## src/rtl/uart_tx_fifo.sv

```systemverilog
// UART transmitter with a small input FIFO: LSB-first frames, optional parity, 1-2 stop bits.
// A word accepted into an idle, empty queue starts its start bit one cycle later; queued frames follow with no gap.
module uart_tx_fifo #(
    parameter int CLK_DIV    = 868,
    parameter int DATA_BITS  = 8,
    parameter int PARITY     = 0,
    parameter int STOP_BITS  = 1,
    parameter int FIFO_DEPTH = 4
) (
    input  logic                          sourceClk,
    input  logic                          reset,
    input  logic                          tx_valid,
    input  logic [DATA_BITS-1:0]          tx_data,
    output logic                          tx_ready,
    output logic                          tx_out,
    output logic                          tx_busy,
    output logic                          tx_complete,
    output logic [$clog2(FIFO_DEPTH):0]   fifo_count
);
    localparam int              AW        = $clog2(FIFO_DEPTH);
    localparam int              CW        = $clog2(CLK_DIV);
    localparam logic [AW:0]     FULL      = (AW+1)'(FIFO_DEPTH);
    localparam logic [CW-1:0]   BAUD_LAST = CW'(CLK_DIV - 1);
    localparam logic [2:0]      BIT_LAST  = 3'(DATA_BITS - 1);
    localparam logic [2:0]      STOP_LAST = 3'(STOP_BITS - 1);
    localparam logic            ODD       = (PARITY == 2);

    typedef enum logic [2:0] {S_IDLE, S_START, S_DATA, S_PAR, S_STOP} state_t;

    state_t               state, state_nxt;
    logic [DATA_BITS-1:0] mem [FIFO_DEPTH];
    logic [AW-1:0]        wr_ptr, rd_ptr;
    logic                 push, pop, empty;
    logic [CW-1:0]        baud_cnt;
    logic [2:0]           bit_cnt;
    logic [DATA_BITS-1:0] sr;
    logic                 par;
    logic                 bit_end, last_data, last_stop;
    logic                 tx_out_nxt, tx_busy_nxt, tx_complete_nxt;

    assign tx_ready  = (fifo_count != FULL);
    assign empty     = (fifo_count == '0);
    assign push      = tx_valid & tx_ready;
    assign bit_end   = (baud_cnt == BAUD_LAST);
    assign last_data = (bit_cnt == BIT_LAST);
    assign last_stop = (bit_cnt == STOP_LAST);

    always_ff @(posedge sourceClk) begin
        if (push) mem[wr_ptr] <= tx_data;
    end

    always_ff @(posedge sourceClk or posedge reset) begin
        if (reset) begin
            wr_ptr     <= '0;
            rd_ptr     <= '0;
            fifo_count <= '0;
        end else begin
            if (push) wr_ptr <= wr_ptr + 1'b1;
            if (pop)  rd_ptr <= rd_ptr + 1'b1;
            if (push && !pop)      fifo_count <= fifo_count + 1'b1;
            else if (pop && !push) fifo_count <= fifo_count - 1'b1;
        end
    end

    always_ff @(posedge sourceClk or posedge reset) begin
        if (reset) state <= S_IDLE;
        else       state <= state_nxt;
    end

    always_comb begin
        state_nxt = state;
        case (state)
            S_IDLE:  if (!empty) state_nxt = S_START;
            S_START: if (bit_end) state_nxt = S_DATA;
            S_DATA:  if (bit_end && last_data) state_nxt = (PARITY != 0) ? S_PAR : S_STOP;
            S_PAR:   if (bit_end) state_nxt = S_STOP;
            S_STOP:  if (bit_end && last_stop) state_nxt = empty ? S_IDLE : S_START;
            default: state_nxt = S_IDLE;
        endcase
    end

    // Outputs are computed one cycle ahead and registered so the line never glitches.
    always_comb begin
        pop             = 1'b0;
        tx_out_nxt      = tx_out;
        tx_busy_nxt     = tx_busy;
        tx_complete_nxt = 1'b0;
        case (state)
            S_IDLE: begin
                tx_out_nxt = 1'b1;
                if (!empty) begin
                    pop         = 1'b1;
                    tx_out_nxt  = 1'b0;
                    tx_busy_nxt = 1'b1;
                end
            end
            S_START: if (bit_end) tx_out_nxt = sr[0];
            S_DATA:  if (bit_end) tx_out_nxt = last_data ? ((PARITY != 0) ? par : 1'b1) : sr[1];
            S_PAR:   if (bit_end) tx_out_nxt = 1'b1;
            S_STOP: begin
                if (bit_end && last_stop) begin
                    tx_complete_nxt = 1'b1;
                    if (!empty) begin
                        pop        = 1'b1;
                        tx_out_nxt = 1'b0;
                    end else begin
                        tx_busy_nxt = 1'b0;
                    end
                end
            end
            default: tx_out_nxt = 1'b1;
        endcase
    end

    always_ff @(posedge sourceClk or posedge reset) begin
        if (reset) begin
            tx_out      <= 1'b1;
            tx_busy     <= 1'b0;
            tx_complete <= 1'b0;
            baud_cnt    <= '0;
            bit_cnt     <= '0;
            sr          <= '0;
            par         <= 1'b0;
        end else begin
            tx_out      <= tx_out_nxt;
            tx_busy     <= tx_busy_nxt;
            tx_complete <= tx_complete_nxt;
            if (pop || state == S_IDLE || bit_end) baud_cnt <= '0;
            else                                   baud_cnt <= baud_cnt + 1'b1;
            // bit_cnt indexes data bits in DATA and stop bits in STOP
            if (pop)
                bit_cnt <= '0;
            else if (bit_end)
                bit_cnt <= ((state == S_DATA && !last_data) || (state == S_STOP && !last_stop))
                           ? bit_cnt + 1'b1 : '0;
            if (pop) begin
                sr  <= mem[rd_ptr];
                par <= (^mem[rd_ptr]) ^ ODD;
            end else if (state == S_DATA && bit_end) begin
                sr <= sr >> 1;
            end
        end
    end
endmodule

```

## config.mk

```make
export PLATFORM = sky130hd
export DESIGN_NAME = uart_tx_fifo
export DESIGN_NICKNAME = d
export VERILOG_FILES = /design/src/rtl/uart_tx_fifo.sv
export SDC_FILE = /design/constraint.sdc
export NUM_CORES = 1
export LEC_CHECK = 0
export ABC_AREA = 1
export CAP_MARGIN = 0
export CORE_ASPECT_RATIO = 0.9
export CORE_MARGIN = 4
export CORE_UTILIZATION = 35
export DETAILED_ROUTE_END_ITERATION = 16
export PLACE_DENSITY = 0.56
export SETUP_SLACK_MARGIN = 0.1
export SYNTH_ARGS = -nofsm -noshare
export SYNTH_HDL_FRONTEND = slang
export SYNTH_SLANG_ARGS = --single-unit
```

## constraint.sdc

```tcl
create_clock -name sourceClk -period 2 [get_ports sourceClk]
set_input_delay 0.2 -clock sourceClk [delete_from_list [all_inputs] [get_ports sourceClk]]
set_output_delay 0.2 -clock sourceClk [all_outputs]
set_load 0.02 [all_outputs]
```

Word-level counts from Yosys, hierarchy flattened
Memory sizes are Yosys's and may differ from the RTL's.
Cells that the tools add are included.

word-level totals
  register bits after elaboration = 34
  memory bits (writable) = 32
  input bits = 11
  output and inout bits = 7
  logic and storage cells = 91
  memories kept = 1

cells by class
  add/sub/neg operators = 6
  equal/unequal tests = 15
  mux-type cells = 34
  bitwise logic cells = 1
  reductions and logical operators = 24

memories
  memory  depth  width  read ports  clocked after Yosys merged registers in  write ports  RTL line  source
  mem     4      8      1           0                                        1            31        logic [DATA_BITS-1:0] mem [FIFO_DEPTH];

operators by type and width
  cell                                              number
  two-way mux 3 bit                                 10
  two-way mux 1 bit                                 17
  two-way mux 8 bit                                 2
  != test 2 bit, second input constant              8
  one-hot mux 3 bit (5 select lines)                1
  adder 10 x 1 -> 10 bit, second input constant     1
  == test 10 bit, second input constant             1
  two-way mux 10 bit                                1
  AND reduction 5 bit                               2
  logical NOT 3 bit                                 3
  nonzero test 2 bit                                4
  logical AND 1 bit                                 7
  adder 3 x 1 -> 3 bit, second input constant       2
  == test 3 x 2 -> 1 bit, second input constant     2
  == test 3 bit, second input constant              2
  one-hot mux 1 bit (5 select lines)                1
  adder 2 x 1 -> 2 bit, second input constant       2
  logical NOT 1 bit                                 4
  one-hot mux 1 bit (2 select lines)                2
  AND reduction 4 bit                               1
  == test 3 x 1 -> 1 bit, second input constant     1
  logical OR 1 bit                                  3
  != test 3 bit, second input constant              1
  subtractor 3 x 1 -> 3 bit, second input constant  1
  bitwise AND 1 bit                                 1

Longest topological paths before layout
Gate-level depths: netlist (run 1).

  depth in word-level cells = 7
  depth in mapped cells = 15
  gate-level depth less buffers = 14

Worst setup path after synthesis (run 1)
Ideal clock, no wire load.

  path kind = register to register
  start = reg bit_cnt[0]
  end = reg fifo_count[1]
  library setup time = 0.125 ns
  data arrival time = 2.047 ns
  data required time = 1.875 ns
  slack = -0.172 ns
  cell stages (with the launch flop) = 14
  buffers on the path = 1
  period minus slack after synthesis = 2.172 ns
  cell sequence = dfrtp_1 > inv_1 > ha_1 > inv_1 > nor2_1 > nand4_2 > nand2_4 > nand2_2 > buf_6 > ha_1 > inv_1 > fa_1 > nor2_1 > a21oi_1

between the ends
  word-level cells in the longest chain between the ends = 7
  elaborated cells on any way between the ends = 9
  classes of those cells = mux (3); reduce/logical (6)

RTL lines
  element                                                  RTL line  source
  from (decl)                                              35        logic [2:0] bit_cnt;
  from (signal assigned)                                   134       bit_cnt <= ((state == S_DATA && !last_data) || (state == S_STOP && !last_stop))
  logical NOT 3 bit *                                      46        assign last_stop = (bit_cnt == STOP_LAST);
  logical AND 1 bit *                                      101       if (bit_end && last_stop) begin
  two-way mux 1 bit *                                      101
  one-hot mux 1 bit (2 select lines) *                     88        case (state)
  logical NOT 1 bit                                        60        if (push && !pop) fifo_count <= fifo_count + 1'b1;
  logical AND 1 bit                                        60
  two-way mux 3 bit or nonzero test 2 bit (tied branches)  --
  to (signal assigned)                                     60
  to (signal assigned)                                     61        else if (pop && !push) fifo_count <= fifo_count - 1'b1;
  to (decl)                                                18        output logic [$clog2(FIFO_DEPTH):0] fifo_count

Mark *: on every way between the ends. The rest lies on a longest branch, timed or not.
A chain may end at the register's enable or synchronous reset.

Worst setup path in the final report (run 1)
  start = reg baud_cnt[1]
  end = reg fifo_count[1]

between the ends
  word-level cells in the longest chain between the ends = 7
  elaborated cells on any way between the ends = 9
  classes of those cells = eq/ne (1); mux (3); reduce/logical (5)

RTL lines
  element                                                  RTL line  source
  from (decl)                                              34        logic [CW-1:0] baud_cnt;
  from (signal assigned)                                   129       else baud_cnt <= baud_cnt + 1'b1;
  == test 10 bit *                                         44        assign bit_end = (baud_cnt == BAUD_LAST);
  logical AND 1 bit *                                      101
  two-way mux 1 bit *                                      101
  one-hot mux 1 bit (2 select lines) *                     88
  logical NOT 1 bit                                        60
  logical AND 1 bit                                        60
  two-way mux 3 bit or nonzero test 2 bit (tied branches)  --

Marked as above.

==> results of run 1 <==
## where the power goes
group          total [W]  switching [W]  internal (W)
sequential       0.00167      0.0000533       0.00162
clock            0.00103       0.000563      0.000471
combinational   0.000659       0.000376      0.000284
total            0.00336       0.000992       0.00237
## routing by layer
metal | vias to the layer above | GRT usage (%) | wire length [um]
li1 | 1133 | - | -
met2 | 20 | 20.4 | 3040
met5 | - | 0 | 0
met1 | 1085 | 14.5 | 2680
met4 | 0 | 3.79 | 34
met3 | 2 | 3.70 | 154
## kinds of logic (layout without fill, tap and decap cells)
| kind of cell | count (synthesis) | count (layout) | share of synthesized area (%) |
|---|---|---|---|
| and+or+nand+nor | 122 | 122 | 18.8 |
| DFF | 66 | 66 | 57.8 |
| AOI/OAI and AO/OA | 52 | 52 | 10.9 |
| buffers and inverters | 48 | 109 | 6.62 |
| adders and majority gates | 10 | 10 | 4.22 |
| xor gates and xnor gates | 6 | 6 | 1.67 |
## state kept, by name, summed over array words and instances (netlist names), 2 cells and up
signal	flops
rd_ptr	2
baud_cnt	10
sr	8
state	3
fifo_count	3
wr_ptr	2
mem	32
bit_cnt	3
## final cells by class
cell class	count	area, um2
Multi-Input combinational cell	190	1180
Sequential cell	66	1810
Tap cell	119	149
Clock buffer	9	124
Clock inverter	7	60.1
Fill cell	865	4720
Timing Repair Buffer	51	438
Inverter	42	160
## worst paths after layout
kind | startpoint | slack (ps) | endpoint | depth (start not counted)
max reg2reg | baud_cnt[1]$_DFF_PP0_ | 100 | fifo_count[1]$_DFFE_PP0P_ | 11
max | baud_cnt[1]$_DFF_PP0_ | 100 | fifo_count[1]$_DFFE_PP0P_ | 11
max in group asynchronous | reset | 1400 | tx_out$_DFFE_PP1P_ | 3
min in group sourceClk | tx_out$_DFFE_PP1P_ | 490 | tx_out$_DFFE_PP1P_ | 2
min reg2reg | tx_out$_DFFE_PP1P_ | 490 | tx_out$_DFFE_PP1P_ | 2
min | reset | 250 | wr_ptr[1]$_DFFE_PP0P_ | 3
## per-stage QoR
stage,instances,util [%],worst slack (ps)
5_1_grt,484,45.4,16.5
4_1_cts,475,44.3,81.1
3_3_place_gp,451,41.2,38.8
6_report,484,45.4,101
3_5_place_dp,451,41.2,-20.6
2_1_floorplan,304,-,-115
## critical path, stage by stage (launching register included)
cell and delay, ps:
dfrtp_1 370, ha_2 190, nand2_2 60, nor2_4 120, nand4_4 130, nand2_4 120, nand2_4 50, ha_4 160
inv_4 50, fa_2 420, nor2_2 80, a21oi_1 40
## cell usage after synthesis, drive strengths merged, types with 2 or more instances
cell / instances
nand2: 45
inv: 42
nor2: 42
dfrtp: 33
edfxtp: 32
o21ai: 29
nand3: 21
ha: 9
o22ai: 8
nor3: 7
o211ai: 7
a21oi: 5
buf: 5
xor2: 5
nand4: 4
o21bai: 2
## timing repair
action,4_1_cts,5_1_grt
gates cloned,0,0
pin swaps,7,11
endpoints found under the setup margin,2,8
setup buffers,8,9
gates resized for setup,8,3
==> flow_summary.toml, run 1 <==
[logic_synthesis]
synthCells = 304
synth_warnings = 0
synth_ff_type = "dfrtp_1"
synth-seq-area-share_pct = 57.8
yosysTopAreaCell = "edfxtp_1"
syn-num-nets = 325
synth_cell_types = 34
synth_edf_count = 32
synthTopCellsByArea = "edfxtp_1 31%, dfrtp_1 26%, nor2_1 4.8%"
netlist.area_leader.share_pct = 30.6
synth.avg_cell_area_um2 = 10.3
async_reset_ff_share_pct = 51.5
ys_ff_latch = 66
synthesis.area_um2 = 3140

[power]
power.leakage_nw = 1.64
finalPower_w = 0.00336
vdd_drop_max_mv = 0.485
powerDensity_nw_per_um2 = 858

[placement]
dpl.hpwl_um = 4010
place_congestion = 0.797
placed_cell_area_um2 = 3560
placement.io_buffers = 17

[route]
drc = 0
first_pass_iters = 4
drt_wl_total_um = 5910
vias = 2240
ant_nets = 0
wire_per_inst_um = 12.2
drt-vias-per-instance = 4.63
drt_iter0_markers = 69

[sta]
finalHoldViolations = 0
slew_headroom_pct = 66.7
hold_ws_ps = 252
max_freq_mhz = 526
period_minus_slack_ps = 1900
finalSetupViolCount = 0
worst_pin_slew_ps = 500
min_period_over_period_pct = 95.0
finalMaxSlewViolations = 0
finalSetupTns_ps = 0
finClkSkew_ps = 6.47
rsz0062_at_grt = "true"

[cells_and_area]
syn_to_final_growth_pct = 25.0
n_antenna_cell = 0
design_area_um2 = 3920
num-nets-final = 381
layout_common_cells = "38 x nor2_1, 35 x inv_1, 33 x nand2_1, 33 x dfrtp_1, 33 x buf_4"
drive_gt1_share_pct = 25.5
final_common_cell = "nor2_1"

[clock_tree]
clk_latency_ps = 330
clk_pin_slew_ps = 80
cts-root-buf = "clkbuf_8"
h-tree-depth = 3
cts_buffer_depth = 2
numCtsBuffers = 9
cts_sinks = 66
postCtsHoldBufs = 0
cts_tree = "built"

[global_route]
grt_usage_pct = 12.0
grt_pass1_wl_um = 10100
antenna_found_initial = 0
grt_pass1_vias = 2164
grt_start_max_net_pins = 35
overflow = 0

[critical_path]
crit_type = "flip-flop to flip-flop"
crit_fanout = 2
start_kind = "flip-flop"
worst_ep_arrival_time_ps = 2120
required_ps = 2220
end_kind = "flip-flop"

[floorplan]
io_pins = 18
die_w_um = 108
core_area_um2 = 8650
initial_core_util_pct = 36.3
die-area_um2 = 10600
die_height_um = 97.8
rows = 32

[worst_hold_path]
hp-class = "input pin to async pin"

[run]
maxCapViolations = 0

[outcome]
outcome = "complete, no violations"
No activity file was read; power rests on OpenSTA's default activity.
==> run 2: changes to the inputs <==
--- a/config.mk
+++ b/config.mk
@@ -11,6 +11,7 @@
 export CORE_MARGIN = 4
 export CORE_UTILIZATION = 35
 export DETAILED_ROUTE_END_ITERATION = 16
+export HOLD_SLACK_MARGIN = 0.02
 export PLACE_DENSITY = 0.56
 export SETUP_SLACK_MARGIN = 0.1
 export SYNTH_ARGS = -nofsm -noshare
==> results of run 2 <==
The final DEF is identical to that of run 1; final timing and power are the same.
==> run 3: changes to the inputs <==
--- a/config.mk
+++ b/config.mk
@@ -10,6 +10,7 @@
 export CORE_ASPECT_RATIO = 0.9
 export CORE_MARGIN = 4
 export CORE_UTILIZATION = 35
+export CTS_CLUSTER_SIZE = 8
 export DETAILED_ROUTE_END_ITERATION = 16
 export HOLD_SLACK_MARGIN = 0.02
 export PLACE_DENSITY = 0.56
==> results of run 3 <==
The final DEF is identical to that of run 1; final timing and power are the same.
